### src/rtl/signal_extension.sv
// signal_extension: registered immediate-operand extender for the BIP datapath.
// Widens the IN_W-bit operand/address field of an instruction to OUT_W bits,
// sign-extending by default or zero-extending when Zext is set. The result is
// registered so it sits between instruction decode and the ALU operand mux.
//
// Ports:
//   clk     in   1      rising-edge clock
//   rst_n   in   1      asynchronous active-low reset
//   En      in   1      load enable; Addr/Zext are sampled this cycle
//   Zext    in   1      0 = sign-extend, 1 = zero-extend
//   Addr    in   IN_W   operand field from the instruction word
//   Salida  out  OUT_W  registered extended operand
//   Valid   out  1      Salida was updated on the last clock edge
module signal_extension #(
    parameter int unsigned IN_W  = 11,
    parameter int unsigned OUT_W = 16
) (
    input  logic             clk,
    input  logic             rst_n,
    input  logic             En,
    input  logic             Zext,
    input  logic [IN_W-1:0]  Addr,
    output logic [OUT_W-1:0] Salida,
    output logic             Valid
);

    // Reject parameter sets that leave no sign bit or nothing to extend.
    generate
        if ((IN_W < 2) || (OUT_W <= IN_W)) begin : g_bad_params
            $error("signal_extension: need IN_W >= 2 and OUT_W > IN_W");
        end
    endgenerate

    localparam int unsigned EXT_W = OUT_W - IN_W;

    logic [EXT_W-1:0] w_upper;
    logic [OUT_W-1:0] w_ext;
    logic [OUT_W-1:0] r_salida;
    logic             r_valid;

    // Upper bits replicate the operand MSB in sign mode and are cleared in zero mode.
    always_comb begin
        w_upper = '0;
        if (!Zext) begin
            w_upper = {EXT_W{Addr[IN_W-1]}};
        end
        w_ext = {w_upper, Addr};
    end

    // Output registers; Salida holds while En is low, Valid flags a fresh load.
    always_ff @(posedge clk or negedge rst_n) begin
        if (!rst_n) begin
            r_salida <= '0;
            r_valid  <= 1'b0;
        end else begin
            r_valid <= En;
            if (En) begin
                r_salida <= w_ext;
            end
        end
    end

    assign Salida = r_salida;
    assign Valid  = r_valid;

endmodule

### config.mk
export PLATFORM = sky130hd
export DESIGN_NAME = signal_extension
export DESIGN_NICKNAME = d
export VERILOG_FILES = /design/src/rtl/signal_extension.sv
export SDC_FILE = /design/constraint.sdc
export NUM_CORES = 1
export LEC_CHECK = 0
export ABC_AREA = 1
export ABC_CLOCK_PERIOD_IN_PS = 1800
export CELL_PAD_IN_SITES_DETAIL_PLACEMENT = 1
export CELL_PAD_IN_SITES_GLOBAL_PLACEMENT = 2
export CORE_UTILIZATION = 20
export DETAILED_ROUTE_END_ITERATION = 12
export PLACE_DENSITY = 0.77
export SLEW_MARGIN = 40
export SYNTH_ARGS = -nofsm -noshare
export SYNTH_HDL_FRONTEND = slang
export SYNTH_SLANG_ARGS = --single-unit
### constraint.sdc
create_clock -name clk -period 1.8 [get_ports clk]
set_input_delay 0.18 -clock clk [delete_from_list [all_inputs] [get_ports clk]]
set_output_delay 0.18 -clock clk [all_outputs]
set_load 0.01 [all_outputs]
# Word level (Yosys, flattened, before mapping)
# Cells that the tools add are included.
[word_totals]
ff_bits = 17
output_inout_bits = 17
inputBits = 15
[classes]
n_mux = 1
[op_table]
columns = ["op", "n"]
rows = [
  ["2-to-1 mux 5 bit", 1],
]

# Logic depth before layout (Yosys ltp)
[logic_depth]
ltp_word = 1
ltp_mapped = 4

# Worst setup path after synthesis
# No wires, ideal clock.
[synth_path]
kind = "register to output"
from = "register, netlist name Salida[14]"
to = "output Salida[12]"
slack_ns = 1.027
path_stages_with_launch = 2
arrival_time_ns = 0.593
path_cell_list = "dfrtp_1 buf_4"
[synth_rtl]
columns = ["element", "line", "text"]
rows = [
  ["end, declared", "23", "output logic [OUT_W-1:0] Salida,"],
]

# Final worst setup path
[layout_path]
from = "register r_salida[14], in the netlist Salida[14]"
to = "output Salida[14]"
[layout_rtl]
columns = ["element", "line", "text"]
rows = [
  ["start, declared", "38", "logic [OUT_W-1:0] r_salida;"],
  ["start signal, assigned", "58", "r_salida <= w_ext;"],
]
# No word-level cell between the ends.

==> parameters.txt <==
Parameter                              Value

Critical path
  Critical path capture point type    output pin
  Critical-path maximum fanout    6
  Crit-path max cell delay    0.56 ns
  Data required time of the critical path    1.62 ns
  Critical Path Start Type    register
  Crit path buf inv count    1
  Start-to-end type of the worst setup path    reg2out
  Ordered list of cells on the worst path    clkdlybuf4s50_1
  Crit-path slowest cell    sky130_fd_sc_hd__clkdlybuf4s50_1
  WP data arrival    between 1 and 1.5 ns
  Cell family with the largest share of critical-path delay    buffers and inverters
  Flop-to-flop setup slack    1.14 ns

Layout
  Area growth from synthesis to layout    64.3%
  Commonest cells after routing, fill and taps aside    sky130_fd_sc_hd__nand2_1 (35), sky130_fd_sc_hd__clkdlybuf4s50_1 (31), sky130_fd_sc_hd__dfrtp_1 (13)
  Sequential cell area    between 300 and 400 sq um
  Fin util    0.347
  Count of antenna diodes in the layout    0
  Number of inserted filler cells in the final layout    286
  Most common cell after layout, fill and taps aside    sky130_fd_sc_hd__nand2_1
  Multi-input logic area    136 sq um
  Ratio of cells with drive above 1 in the final layout    0.0575
  Final #Nets    slightly above 100

Clocking
  Clock buffers created by TritonCTS    3
  TritonCTS clock tree    done
  Sinks on the clock net    13
  Maximum level of the CTS H-tree    1
  Post-CTS Repair Setup Buffers    0
  Maximum number of buffers from clock root to sink    2
  Cells resized by post-CTS repair    0
  Hold buffer count at cts    0
  Clock latency on the worst-skew pair    0.26 ns
  CTS Root Buffer Type    sky130_fd_sc_hd__clkbuf_4
  Clock transition at the registers of the reported paths    0.08 ns

Floorplan
  Die area    roughly 0.0028 sq mm
  Vertical extent of the die    52.9 um
  Starting Density    0.211
  Die outline width    52.9 um
  Std cell rows    18
  Count of pins on the block boundary    32
  Core region area    0.00245 sq mm

GRT
  Wire length of the first global-routing pass    2030 um
  Number of antenna violations at the first check in global routing    0
  Via count of the first global-routing pass    490
  Maximum number of pins on one net before global-route repair    15
  Global router's overall resource usage    0.103
  Global route overflow    0

Detailed routing
  Wire length per cell    about 10 um
  Drt drc    0
  Wire length after detailed routing    1230 um
  Initial DRT Pass Iterations    2
  Post-detailed-route via-to-cell ratio    3.93
  Residual antenna-violating net count after detailed routing    0
  Via total after detailed routing    between 400 and 500
  Number of DRC markers after the initial detailed-route iteration    5

Synthesis
  Avg Inst Size Synth    slightly above 9 sq um
  Main combinational cell family by area after synthesis    simple AND/OR/NAND/NOR gates
  Synth area leaders    sky130_fd_sc_hd__dfrtp_1 (63%), sky130_fd_sc_hd__nand2_1 (25%), sky130_fd_sc_hd__buf_4 (7.2%)
  Number of nets produced by synthesis    72
  Synthesized netlist cell count    57
  Cell type with the largest total area after synthesis    sky130_fd_sc_hd__dfrtp_1
  Adder-cell share of the synthesized area    0
  Share of synthesized area spent on multiplexers    0
  Flip-flop and latch count after synthesis    13
  Count of yosys warnings during synthesis    0
  Xor and xnor area share after synthesis    0
  Seq/Total Area, Yosys    0.628
  Simple-gate area share of the yosys netlist    0.263
  Area of the mapped netlist    about 520 sq um
  Synth Area in Compound Gates    0
  Share of the synthesized area in the top cell type    0.628
  Count of unique library cells instantiated by Yosys    7

Place
  Post-detail-place hpwl    943 um
  Worst Setup Slack post-DPL    0.581 ns
  Routability cong.    0.627
  Buffers on Ports    31

Timing
  Time the final worst path needs with I/O delays and setup    1.42 ns
  Hold Slack    0.295 ns
  Worst clock skew on the final layout    0 ns
  Part of the cycle the worst path needs    0.790
  Rel. slew slack    0.588
  Setup WS post-layout    0.378 ns
  Setup Total Neg Slack    0 ns
  Final setup violation count    0
  Number of hold violations in the final report    0
  FMAX    703 MHz
  Setup repair after global routing missed its margin    false
  Transition time of the tightest slew-check pin    between 0.6 and 0.7 ns
  Final Max Tran Viols    0

Power
  Max rail drop VDD    0.288 mV
  Leakage power    0.410 nW
  Total power after layout    0.656 mW
  Total power density per cell area    approximately 770 mW/mm^2

Outcome
  Outcome    finished clean

Worst hold path
  Hold/Removal Path Class    in2async

Flow run
  Number of maximum-capacitance constraint violations    0
[metrics by stage]
stage | instance area [sq um] | cells
CTS | 851 | 117
global placement | 825 | 113
global route | 851 | 117
detailed placement | 825 | 113
finish | 851 | 117
floorplan | 518 | 57
[cell type report]
class / instances / share of cell area
sequential: 13 / 0.382
timing repair buffer: 32 / 0.374
multi-input combinational: 36 / 0.160
tap: 30 / 0.0441
clock buffer: 4 / 0.0309
inverter: 2 / 0.00882
[state kept, by name, summed over array words and instances (netlist names)]
name and count:
Salida 12, Valid 1
[power by group]
group,switching [mW],internal [mW]
sequential,0.0150,0.317
clock,0.0893,0.0856
combinational,0.0589,0.0910
[path summary, 6_finish.rpt]
check                      startpoint         end  cells after the start
min                             rst_n   Salida[7]                      1
max in group asynchronous       rst_n   Salida[9]                      1
min in group clk              Addr[5]   Salida[5]                      3
max reg2reg                Salida[14]  Salida[14]                      2
max                        Salida[14]  Salida[14]                      1
min reg2reg                 Salida[0]   Salida[0]                      2
[layer usage]
layer	share of wire	global-route usage	vias to the layer above
met3	0.055	0.0259	0
met1	0.48	0.131	214
li1	-	-	224
met4	0	0.0395	0
met2	0.46	0.165	22
met5	0	0	-
[synth_stat cells]
| cell | number |
|---|---|
| sky130_fd_sc_hd__buf_6 | 1 |
| sky130_fd_sc_hd__buf_4 | 5 |
| sky130_fd_sc_hd__inv_1 | 1 |
| sky130_fd_sc_hd__nand3_1 | 1 |
| sky130_fd_sc_hd__dfrtp_1 | 13 |
| sky130_fd_sc_hd__inv_2 | 1 |
| sky130_fd_sc_hd__nand2_1 | 35 |
[logic make-up (layout without fill, tap and decap cells)]
kind of cell,Yosys count,count (layout)
flip-flops,13,13
buffers and inverters,8,38
AND/OR/NAND/NOR,36,36
[worst reg2reg max path, delay by kind of cell, from the launching register on]
kind | cells | cell delay, ns
simple gates | 2 | 0.13
flops | 1 | 0.43
Power figures use the tool's default switching activity.
==> RTL edit 1: new RTL, same flow settings <==
The output `Valid` loses its register stage (`r_valid` becomes a continuous assignment).
--- a/src/rtl/signal_extension.sv
+++ b/src/rtl/signal_extension.sv
@@ -51,15 +51,15 @@
     always_ff @(posedge clk or negedge rst_n) begin
         if (!rst_n) begin
             r_salida <= '0;
-            r_valid  <= 1'b0;
         end else begin
-            r_valid <= En;
             if (En) begin
                 r_salida <= w_ext;
             end
         end
     end
 
+    assign r_valid = En;
+
     assign Salida = r_salida;
     assign Valid  = r_valid;
 
Formal check against the unedited RTL: not equivalent (a bounded check fails within 4 cycles, from zero or initial values and one cycle with rst_n low).
==> RTL edit 1 against the unedited design <==
- synthesized area decreased by 3.4%
- sequential cell count decreased by 1
- design area decreased by 2.1%
- setup slack got worse by 5.6 ps
- critical endpoint is now Salida[13]
- total power increased by 1.3%
- fmax decreased by 0.40%
- wire length increased by 1.8%
- synthesized cell count unchanged
==> RTL edit 1: results (changes against the unedited design) <==
- Status: completed
- Wire length of the first global-routing pass: 2.14 mm (+5.5%)
- Count of routing violations after the opening detailed-route iteration: 2 (-3)
- Seq_cells: 12 (-1)
- Length of routed met2 wiring: 596 µm (+4.4%)
- Share of power burned in the clock network: 31.2% (+4.6 points)
- Top cells by count, synth: 35 x nand2_1, 12 x dfrtp_1, 6 x buf_4
- Number of cells in the design after placement: 110 (-2.7%)
- Sequential fraction of the synthesis area: 60.0% (-2.8 points)
- Signal buf overhead: 38.1% (+0.79 points)
- Via-per-instance ratio: 3.93 (about the same)
- HPWL Detailed: 857 µm (-9.2%)
- Wire length on met3: 128 µm (+88%)
- Worst ir drop on vdd: 0.000370 V (+29%)
- Sw Share: 23.8% (-1.1 points)
- Final net count: 102 (-0.97%)
- Detailed Routing Iterations Pass 1: 3 (+1)
- Worst-case clock skew: 0 ps (unchanged)
- Top cells by area, synth: dfrtp_1 60%, nand2_1 26%, buf_4 9.0%
- Via count of the first global-routing pass: 482 (-1.6%)
- Placement Setup Slack: 401 ps (-179 ps)
- Number of fill cells in the layout: 281 (-1.7%)
- Leakage power total: 0.405 nW (-1.4%)
- Power in sequential cells: 0.308 mW (-7.2%)
- Power Internal: 0.507 mW (+2.7%)
- Global-route track usage on met1: 14.8% (+1.7 points)
- Met3 global-route usage: 3.51% (+0.92 points)
- Number of enable flip-flop cells after synthesis: 0 (unchanged)
- Routability congestion estimate: 0.629 (+0.30%)
- Detailed-routing wirelength on met1: 525 µm (-11%)
- Pin count of the biggest net entering global routing: 14 (-1)
- Buffer cell driving the clock tree root: clkbuf_4
- Vias: 448 (-2.6%)
- Tot GR Track Use: 11.2% (+0.93 points)
- Met2 track demand over resource in global routing: 16.9% (+0.42 points)
- Post-detailed-route wirelength per cell: 11.0 µm (+4.5%)
[RTL edit 1: cell types whose count changed in the layout (fill, tap and decap cells not counted)]
cell | unedited run | this run
clkbuf_1 | 1 | 0
clkbuf_8 | 0 | 1
dfrtp_1 | 13 | 12
[RTL edit 1: final timing paths]
path / start / end / slack [ps] / cells past startpoint
min in group clk: Addr[0] / Salida[0]$_DFFE_PN0P_ / 450 / 3
worst min register to register: Salida[7]$_DFFE_PN0P_ / Salida[7]$_DFFE_PN0P_ / 470 / 2
worst max register to register: Salida[14]$_DFFE_PN0P_ / Salida[14]$_DFFE_PN0P_ / 1130 / 2
max in group asynchronous: rst_n / Salida[14]$_DFFE_PN0P_ / 1150 / 1
worst min-delay path: rst_n / Salida[5]$_DFFE_PN0P_ / 280 / 1
worst max-delay path: Salida[14]$_DFFE_PN0P_ / Salida[13] / 370 / 1
[RTL edit 1: cells by family after synthesis]
group | synth area share, %
buffers and inverters | 12.7
flip-flops | 60.0
AND/OR/NAND/NOR | 27.2
==> RTL edit 2: new RTL, same settings <==
Without the edit above. Change the parameter `OUT_W` from 16 to 14.
--- a/src/rtl/signal_extension.sv
+++ b/src/rtl/signal_extension.sv
@@ -13,7 +13,7 @@
 //   Valid   out  1      Salida was updated on the last clock edge
 module signal_extension #(
     parameter int unsigned IN_W  = 11,
-    parameter int unsigned OUT_W = 16
+    parameter int unsigned OUT_W = 14
 ) (
     input  logic             clk,
     input  logic             rst_n,
Ports: changed (resized Salida); port bits go from 32 to 30. No check against the original RTL was run, so the function may have changed too.
==> RTL edit 2 against the unedited design <==
- sequential cell count is the same
- global-route usage shrank 0.48 points
- total power shrank 1.9%
- design area shrank 2.6%
- worst hold slack lost 8.4 ps
- wire length shrank 3.1%
- core utilization grew 1.4 points
- sequential share of layout area grew 1.0 points
- setup slack gained 32 ps
- synthesized area shrank 2.9%
==> RTL edit 2: results (changes against the unedited design) <==
- Arrival @ worst endpoint: 1210 ps (-30 ps)
- Buffer cell driving the clock tree root: clkbuf_4
- Top cells by area, synth: dfrtp_1 65%, nand2_1 26%, buf_4 4.5%
- CTS clk-pin slew, worst paths: 80 ps (about the same)
- Top cell type by total area after synthesis: dfrtp_1
- Via-per-instance ratio: 3.87 (-1.6%)
- Depth of the CTS H-tree: 1 (unchanged)
- Fraction of final layout cells sized beyond drive strength 1: 5.88% (+0.14 points)
- Routability congestion estimate: 0.647 (+3.2%)
- FF-to-FF Start: Salida[12]$_DFFE_PN0P_
- Global-route track usage on met1: 12.0% (-1.0 points)
- Reg-to-reg setup timing slack: 1160 ps (+20 ps)
- Via count of the first global-routing pass: 427 (-13%)
- Worst ir drop on vdd: 0.000240 V (-16%)
- Fraction of synthesized area in multiplexers: 0% (unchanged)
- Number of fill cells in the layout: 291 (+1.7%)
- Adder and majority gate portion of the synthesized area: 0% (unchanged)
- Synthesized-area fraction occupied by ao, oa, aoi and oai cells: 0% (unchanged)
- Number of buffers added on ports: 29 (-6.5%)
- Clock latency of the later-clocked register in the worst-skew pair: 260 ps (about the same)
- Detailed Routing Iterations Pass 1: 2 (unchanged)
- Path depth of the worst reg2reg path: 2 (unchanged)
- Num CTS Buffers: 3 (unchanged)
- Met2 track demand over resource in global routing: 13.9% (-2.6 points)
- Wire length of the first global-routing pass: 1.81 mm (-11%)
- Clock Tree Buf Depth: 2 (unchanged)
- Delay contributed by the slowest stage of the critical path: approximately 550 ps
- Final wirelength: 1.19 mm (-3.1%)
- Sequential fraction of the synthesis area: 64.7% (+1.9 points)
- Max-Slew Margin vs Limit: 60.4% (+1.5 points)
- Net count after synthesis: 70 (-2.8%)
- Leakage power total: 0.403 nW (-1.8%)
- Status: completed
- HPWL Detailed: 845 µm (-10%)
- Met3 global-route usage: 3.80% (+1.2 points)
- Final net count: 101 (-1.9%)
- Tot GR Track Use: 9.77% (-0.48 points)
- Setup crit end: Salida[12]
- Capturing point of the worst reg2reg path: Salida[12]$_DFFE_PN0P_
- Count of routing violations after the opening detailed-route iteration: 1 (-4)
- Worst-path maximum fanout: 4 (-2)
- Antenna Diode Count: 0 (unchanged)
- Top cells by count, synth: 35 x nand2_1, 13 x dfrtp_1, 3 x buf_4
-- RTL edit 2: power breakdown --
group | internal, mW | total, mW | switching (mW)
Sequential | 0.317 | 0.330 | 0.0136
Clock | 0.0856 | 0.173 | 0.0875
Combinational | 0.0854 | 0.141 | 0.0556
Total | 0.488 | 0.644 | 0.157
-- RTL edit 2: layout make-up --
cell class              count  share of cell area [%]
flip-flops and latches     13                    39.3
repair buffers             30                    36.0
multi-input cells          36                    16.5
well taps                  28                    4.23
clock buffers               4                    3.17
inverters                   2                   0.906
-- RTL edit 2: worst min-delay path by stage --
stage                          start                     end  slack [ps]  cells past startpoint
2_1_floorplan                  rst_n   Salida[0]$_DFFE_PN0P_        -120                      0
3_3_place_gp   Salida[0]$_DFFE_PN0P_   Salida[0]$_DFFE_PN0P_         460                      2
3_5_place_dp   Salida[2]$_DFFE_PN0P_   Salida[2]$_DFFE_PN0P_         460                      2
4_1_cts                        rst_n  Salida[12]$_DFFE_PN0P_         300                      1
5_1_grt                        rst_n         Valid$_DFF_PN0_         330                      1
6_report                       rst_n  Salida[12]$_DFFE_PN0P_         290                      1
-- RTL edit 2: cells by family after synthesis --
kind of cell	Yosys count
buffers and inverters	6
flip-flops	13
AND/OR/NAND/NOR	36
-- RTL edit 2: stage by stage --
step,setup slack [ps],std cells,area [µm²]
3_5_place_dp,581,109,802
2_1_floorplan,1050,55,503
3_3_place_gp,603,109,802
6_report,410,113,828
4_1_cts,386,113,828
5_1_grt,331,113,828
-- RTL edit 2: metal layers --
| layer | wire length [µm] | vias up |
|---|---|---|
| met5 | 0 | - |
| met4 | 13 | 0 |
| met3 | 108 | 2 |
| met2 | 516 | 20 |
| met1 | 552 | 192 |
| li1 | - | 223 |
